[src/rtl/icache_fetch_port.sv]
// Direct-mapped instruction cache sitting between the fetch stage's pipelined
// memory port and a Wishbone read bus. Hits answer one cycle after submit;
// misses refill the whole line and then answer from a capture register.

`ifndef RW
`define RW 16
`endif
`ifndef I_SIZE
`define I_SIZE 32
`endif

module icache_fetch_port #(
    parameter int LINES = 32,
    parameter int WORDS = 4
) (
    input  logic               i_clk,
    input  logic               i_rst_n,
    input  logic [`RW-1:0]     f_addr,
    input  logic               f_submit,
    output logic [`I_SIZE-1:0] f_data,
    output logic               f_ack,
    input  logic               i_invalidate,
    output logic               wb_cyc,
    output logic               wb_stb,
    output logic [`RW-1:0]     wb_adr,
    input  logic [`I_SIZE-1:0] wb_dat_i,
    input  logic               wb_ack,
    output logic               o_busy
);
    localparam int IW     = $clog2(LINES);
    localparam int OW     = $clog2(WORDS);
    localparam int TW     = `RW - IW - OW;
    localparam int DATA_W = `I_SIZE;

    typedef enum logic [1:0] {IDLE, LOOKUP, REFILL, RESPOND} state_t;

    state_t state, state_nxt;

    logic [`RW-1:0]    addr_p0;
    logic [LINES-1:0]  valid;
    logic [TW-1:0]     tag_arr  [LINES];
    logic [DATA_W-1:0] data_arr [LINES*WORDS];
    logic [TW-1:0]     tag_p1;
    logic [DATA_W-1:0] data_p1;
    logic [DATA_W-1:0] resp_p1;
    logic [OW-1:0]     beat;
    logic              inv_pend;

    logic [TW-1:0]     q_tag;
    logic [IW-1:0]     q_idx;
    logic [OW-1:0]     q_off;
    logic [IW-1:0]     s_idx;
    logic [IW+OW-1:0]  s_word;
    logic              hit;
    logic              accept;
    logic              beat_ack;
    logic              last_beat;

    // Fields of the latched request and of the incoming submit address.
    assign q_tag  = addr_p0[`RW-1:IW+OW];
    assign q_idx  = addr_p0[IW+OW-1:OW];
    assign q_off  = addr_p0[OW-1:0];
    assign s_idx  = f_addr[IW+OW-1:OW];
    assign s_word = f_addr[IW+OW-1:0];

    // The valid bit is read live so an invalidate at the submit edge is seen.
    assign hit       = valid[q_idx] && (tag_p1 == q_tag);
    assign f_ack     = ((state == LOOKUP) && hit) || (state == RESPOND);
    assign accept    = f_submit && ((state == IDLE) || f_ack);
    assign beat_ack  = (state == REFILL) && wb_ack;
    assign last_beat = beat_ack && (beat == OW'(WORDS - 1));

    assign wb_cyc = (state == REFILL);
    assign wb_stb = (state == REFILL);
    assign wb_adr = {q_tag, q_idx, beat};
    assign o_busy = (state == REFILL) || (state == RESPOND);
    assign f_data = (state == RESPOND) ? resp_p1 : data_p1;

    // Next-state selection; a submit outside IDLE or an ack cycle is ignored.
    always_comb begin
        state_nxt = state;
        case (state)
            IDLE:    if (f_submit) state_nxt = LOOKUP;
            LOOKUP:  begin
                if (!hit)          state_nxt = REFILL;
                else if (f_submit) state_nxt = LOOKUP;
                else               state_nxt = IDLE;
            end
            REFILL:  if (last_beat) state_nxt = RESPOND;
            RESPOND: state_nxt = f_submit ? LOOKUP : IDLE;
            default: state_nxt = IDLE;
        endcase
    end

    // Control state: FSM, valid bits, refill beat counter, pending invalidate.
    always_ff @(posedge i_clk or negedge i_rst_n) begin
        if (!i_rst_n) begin
            state    <= IDLE;
            valid    <= '0;
            beat     <= '0;
            inv_pend <= 1'b0;
        end else begin
            state <= state_nxt;
            if (i_invalidate)
                valid <= '0;
            else if (last_beat && !inv_pend)
                valid[q_idx] <= 1'b1;
            if (state == LOOKUP)
                beat <= '0;
            else if (beat_ack)
                beat <= beat + OW'(1);
            if (state == RESPOND)
                inv_pend <= 1'b0;
            else if ((state == REFILL) && i_invalidate)
                inv_pend <= 1'b1;
        end
    end

    // Datapath: request latch, synchronous array reads, refill writes.
    always_ff @(posedge i_clk) begin
        if (accept) begin
            addr_p0 <= f_addr;
            tag_p1  <= tag_arr[s_idx];
            data_p1 <= data_arr[s_word];
        end
        if (beat_ack) begin
            data_arr[{q_idx, beat}] <= wb_dat_i;
            if (beat == q_off)
                resp_p1 <= wb_dat_i;
        end
        if (last_beat)
            tag_arr[q_idx] <= q_tag;
    end

endmodule

[config.mk]
export PLATFORM = sky130hd
export DESIGN_NAME = icache_fetch_port
export DESIGN_NICKNAME = d
export VERILOG_FILES = /design/src/rtl/icache_fetch_port.sv
export SDC_FILE = /design/constraint.sdc
export NUM_CORES = 2
export LEC_CHECK = 0
export CAP_MARGIN = 20
export CORE_MARGIN = 2
export CORE_UTILIZATION = 40
export CTS_CLUSTER_DIAMETER = 50
export DETAILED_ROUTE_END_ITERATION = 10
export HOLD_SLACK_MARGIN = 0.08
export SLEW_MARGIN = 20
export SYNTH_ARGS = -nofsm -noshare
export SYNTH_HDL_FRONTEND = slang
export SYNTH_MEMORY_MAX_BITS = 65536
export SYNTH_SLANG_ARGS = --single-unit
export TNS_END_PERCENT = 100
[constraint.sdc]
create_clock -name i_clk -period 5.8 [get_ports i_clk]
set_input_delay 1.45 -clock i_clk [delete_from_list [all_inputs] [get_ports i_clk]]
set_output_delay 1.45 -clock i_clk [all_outputs]
set_load 0.02 [all_outputs]
======== After elaboration in Yosys (flattened, before gate mapping) ========
Memory sizes are Yosys's and may differ from the RTL's. A register that Yosys moved wholly into a read port is not among the register bits.
Index checks and enable logic that the tools add are counted.
W data, S select, Z words.
word-level totals
  bits in registers ....................... 85
  RAM bits ................................ 4384
  input port bits ......................... 53
  output and inout bits ................... 52
  word-level logic and storage cells ...... 58
  memories kept ........................... 2
memory list
  name      words  width  rd ports  clocked after memory_dff  write ports  RTL line  text
  data_arr  128    32     1         1                         1            42        logic [DATA_W-1:0] data_arr [LINES*WORDS];
  tag_arr   32     9      1         1                         1            41        logic [TW-1:0] tag_arr [LINES];
operators by class
  $add $sub $neg .......................... 1
  $lt $le $gt $ge ......................... 2
  equal/unequal tests ..................... 8
  mux-type cells .......................... 20
  bitwise logic cells ..................... 1
  reduce and logical (&&, ||, !) cells .... 18
operators by type and width
  operator               count
  $mux W32               3
  $or A32 B32 Y32        1
  $mux W2                5
  $eq A9 B9 Y1           1
  $mux W1                9
  $logic_and A1 B1 Y1    8
  $pmux W2 S4            1
  $eq A2 B2 Y1 const B   3
  $lt A5 B6 Y1 const B   1
  $reduce_bool A2 Y1     3
  $bmux W1 S5            1
  $demux W1 S5           1
  $ge A5 B1 Y1 const B   1
  $reduce_and A2 Y1      2
  $logic_or A1 B1 Y1     3
  $add A2 B1 Y2 const B  1
  $eq A2 B1 Y1 const B   1
  $eq A2 B2 Y1           1
  $logic_not A2 Y1       1
  $ne A2 B1 Y1 const B   1
  $ne A2 B2 Y1 const B   1
  $logic_not A1 Y1       1

======== Longest topological paths before layout ========
  word-level depth ........................ 7
  depth in mapped cells ................... 9
  gate-level depth less buffers ........... 5

======== Worst setup path before layout ========
Ideal clock, no wire load.
  kind .................................... register to register
  start point ............................. reg addr_p0[2]
  end point ............................... reg addr_p0[0], enable pin
  setup time .............................. 0.491 ns
  data arrival time ....................... 4.385 ns
  required time ........................... 5.309 ns
  path slack .............................. 0.925 ns
  stages on the path, launching flop included .. 8
  buffers on the path ..................... 2
  clock period less this slack ............ 4.875 ns
  path through ............................ edfxtp_1 -> clkbuf_1 -> clkbuf_1 -> nor2_1 -> a22o_1 -> o41ai_1 -> o31ai_1 -> a21oi_1
between the ends
  longest elaborated chain between the ends .. 7
ends and longest elaborated chain
  item                           RTL line  text
  start, declared                39        logic [`RW-1:0] addr_p0;
  start signal, assigned         122       addr_p0 <= f_addr;
  $bmux W1 S5                    67        assign hit = valid[q_idx] && (tag_p1 == q_tag);
  $mux W1 (not written as such)  67
  $logic_and A1 B1 Y1            67
  $logic_and A1 B1 Y1            68        assign f_ack = ((state == LOOKUP) && hit) || (state == RESPOND);
  $logic_or A1 B1 Y1             68
  $logic_or A1 B1 Y1             69        assign accept = f_submit && ((state == IDLE) || f_ack);
  $logic_and A1 B1 Y1            69
  named net accept               55        logic accept;
The timed path passes the listed nets, and every way through them passes these cells. The select of a mux whose other input is x is not followed.
A chain may end at the register's enable or synchronous reset.

======== Worst setup path after layout ========
  start point ............................. reg addr_p0[3]
  end point ............................... out f_ack
between the ends
  longest elaborated chain between the ends .. 5
ends and longest elaborated chain
  item                           RTL line  text
  $bmux W1 S5                    67
  $mux W1 (not written as such)  67
  $logic_and A1 B1 Y1            67
  $logic_and A1 B1 Y1            68
  $logic_or A1 B1 Y1             68
  end, declared                  21        output logic f_ack,
No other way between the ends. The select of a mux whose other input is x is not followed.

==> results.md <==
* Total die area at 0.4341 mm²
* Post-DP HPWL at 279.7 mm
* CTS buffer count at 459
* CP max stage delay at 0.65 ns
* Dominant cells by area after synthesis: edfxtp_1, mux4_2, mux2i_1
* Dominant register cell in the synthesized netlist: edfxtp_1
* Vias in the first global route at 84.32k
* DR WL/cell at 31.91 µm
* DR pass1 iterations at 6
* Max Fclk at 182.0 MHz
* Skew-Pair Late Insertion Delay at 1.01 ns
* Critical Path RT at 4.35 ns
* Die X at 658.9 µm
* Port bufs at 104
* First-pass GRT wire length at 657.9 mm
* Fraction of registers with async set/reset at 0.008204
* Outcome: completed
* Routed vias/inst at 5.822
* Seq/Total Area, Yosys at 0.7884
* Cell Count, Final, Fillers Out at 14.78k
* CTS Sinks at 4510
* Layout overhead on the synthesized area at 15.77%
* Largest net degree at the start of global routing at 130
* Routability cong. at 0.8204
* CTS tree: done
* Synth Net Count at 8123
* Ys Warns at 0
* DRC errors left at 0
* Crit end category: output port
* Setup violators final at 0
* Final wirelength at 471.6 mm
* Critical Path Source Type: flip-flop
* LEAKAGE at 63.09 nW
* Setup TNS at 0 ns
* CP cell instances: buf_4 > mux4_2 > a32oi_1 > o41ai_1 > o31ai_2 > nand2_1 > clkdlybuf4s50_1
* Clock root buffer master: clkbuf_16
* CTS Buffer Depth at 4
* Unrepaired setup endpoints after global routing: no
* PwrDens at 356.9 mW/mm²
* Share of the synthesized area in the top cell type at 0.7830
* Clock Pin Slew Worst Setup and Hold Paths at 0.06 ns
* Post-Synthesis Cells at 8069
* HP Class: reg -> reg
* Row cnt at 240
* Share of layout cells above drive strength 1 at 0.2542
* Worst VDD drop at 0.0002883 V
* Crit path max-delay family: buffers and inverters
* Synth Register Bits at 4510
* Setup Skew at 0.09392 ns
* Antenna violations before repair at 47
* Post-route setup slack at 0.3042 ns
* Final ANT Viol Nets at 0
* Pre-CTS setup slack at 0.3382 ns
* Final period util at 0.9475
* Area leader, netlist: edfxtp_1
* Crit path DAT at 4.05 ns
* Number of I/O pins at 105
* Final hold vios at 0
* Die Height at 658.9 µm
* WP buf/inv at 2
* Cts hold-fix bufs at 0
* Starting DRT DRC Count at 11.15k
* Final min period at 5.496 ns
* Total gr overflow at 0
* Fill cell count at 35.03k
* Synth cell types at 46
* Most common cell after layout, fill and taps aside: edfxtp_1
* Critical path's slowest cell: edfxtp_1
* Initial core utilization at 0.4017
* Flop2flop setup slack at 2.18 ns
* # Max-Cap Violations at 0
* Tightest Pin Transition at 1.269 ns
* Core Region at 0.4270 mm²
* Mapped cell area at 0.1715 mm²
* Mean Syn Cell Area at 21.26 µm²
* Worst-path fanout max at 13
* Layout Nets at 8719
* H-tree depth at 5
* Final Slew Violations at 0
* Crit Path Class: reg -> out
* Gr usage total at 0.2134
* Max_slew headroom at 0.1512
* Most frequent cells in the layout: edfxtp_1, mux2i_1, mux4_2
* Via count at 86.03k
* Placed cells at 13.89k
* Number of flops mapped to enable cells by yosys at 4473
[cells in the mapped netlist, drive strengths merged (4+ instances only)]
master	instances
or4	32
dfrtp	37
mux2i	772
xnor2	9
clkbuf	246
nor3	136
mux4	736
nand2b	4
o22ai	254
nor2	214
buf	223
nand2	157
a22oi	256
nand3	10
a21oi	164
mux2	170
edfxtp	4473
nand4	131
nor2b	7
[path summary, 6_finish.rpt]
check,start,end,cells past startpoint
worst max-delay path,addr_p0[3]$_DFFE_PP_,f_ack,7
worst min-delay path,valid[28]$_DFFE_PN0P_,valid[28]$_DFFE_PN0P_,2
worst max register to register,addr_p0[3]$_DFFE_PP_,data_p1[2]$_DFFE_PP_,7
worst min register to register,valid[28]$_DFFE_PN0P_,valid[28]$_DFFE_PN0P_,2
max in group asynchronous,i_rst_n,state[0]$_DFFE_PN0P_,1
min in group asynchronous,i_rst_n,valid[18]$_DFFE_PN0P_,1
[registers in the layout (all words and copies together) (netlist names), named ones only]
signal	flops
valid	32
data_p1	32
tag_arr	288
tag_p1	9
data_arr	4096
addr_p0	16
resp_p1	32
beat	2
inv_pend	1
state	1
[per-layer routing]
layer / vias up / share of wire / track usage
met5: - / 0.000083 / 0
met4: 6 / 0.028 / 0.05206
met3: 605 / 0.088 / 0.03392
met2: 3908 / 0.48 / 0.3499
met1: 46471 / 0.40 / 0.3002
li1: 35039 / - / -
[area by class of cell]
type / count / area, µm² / share of cell area
tap: 5687 / 7116 / 0.03583
multi-input combinational: 3087 / 35490 / 0.1787
antenna: 39 / 97.59 / 0.0004914
sequential: 4510 / 135200 / 0.6810
clock buffer: 546 / 11860 / 0.05969
inverter: 3 / 11.26 / 0.00005670
timing repair buffer: 604 / 5783 / 0.02912
clock inverter: 301 / 3002 / 0.01511
[per-stage QoR]
stage          hold WS, ns  area (µm²)    util  total power [mW]
6_report            0.4971      198600  0.4651             70.88
5_1_grt             0.5144      198600  0.4650             72.74
4_1_cts             0.4940      198400  0.4647             71.29
3_5_place_dp        0.4802      183600  0.4299             42.39
3_3_place_gp        0.4718      183300  0.4294             42.27
2_1_floorplan       0.4571      171500       -             39.55
[repair_timing]
action                     4_1_cts  5_1_grt
setup endpoints to repair        0        1
setup buffers                    0        0
resized for setup                0        1
[where the power goes]
group | internal, mW | switching (mW) | total [mW]
logic | 1.61 | 3.35 | 4.96
clock network | 16.6 | 12.6 | 29.2
registers | 36.4 | 0.303 | 36.7
[worst register-to-register path, stage by stage, from the launching register on]
cell      delay, ns
edfxtp_1       0.65
buf_4          0.31
mux4_2         0.22
nor2b_1        0.04
o41ai_1        0.43
o31ai_2        0.22
a21oi_4        0.88
buf_12         0.40
[kinds of logic after synthesis]
group	Yosys count	synth area share
muxes	1678	0.1528
AOI/OAI and AO/OA	688	0.02589
DFF	4510	0.7884
adders and majority gates	1	0.00007293
xor gates and xnor gates	12	0.0006127
buffers and inverters	472	0.01240
and+or+nand+nor	708	0.01977
(Power assumes the default switching activity.)
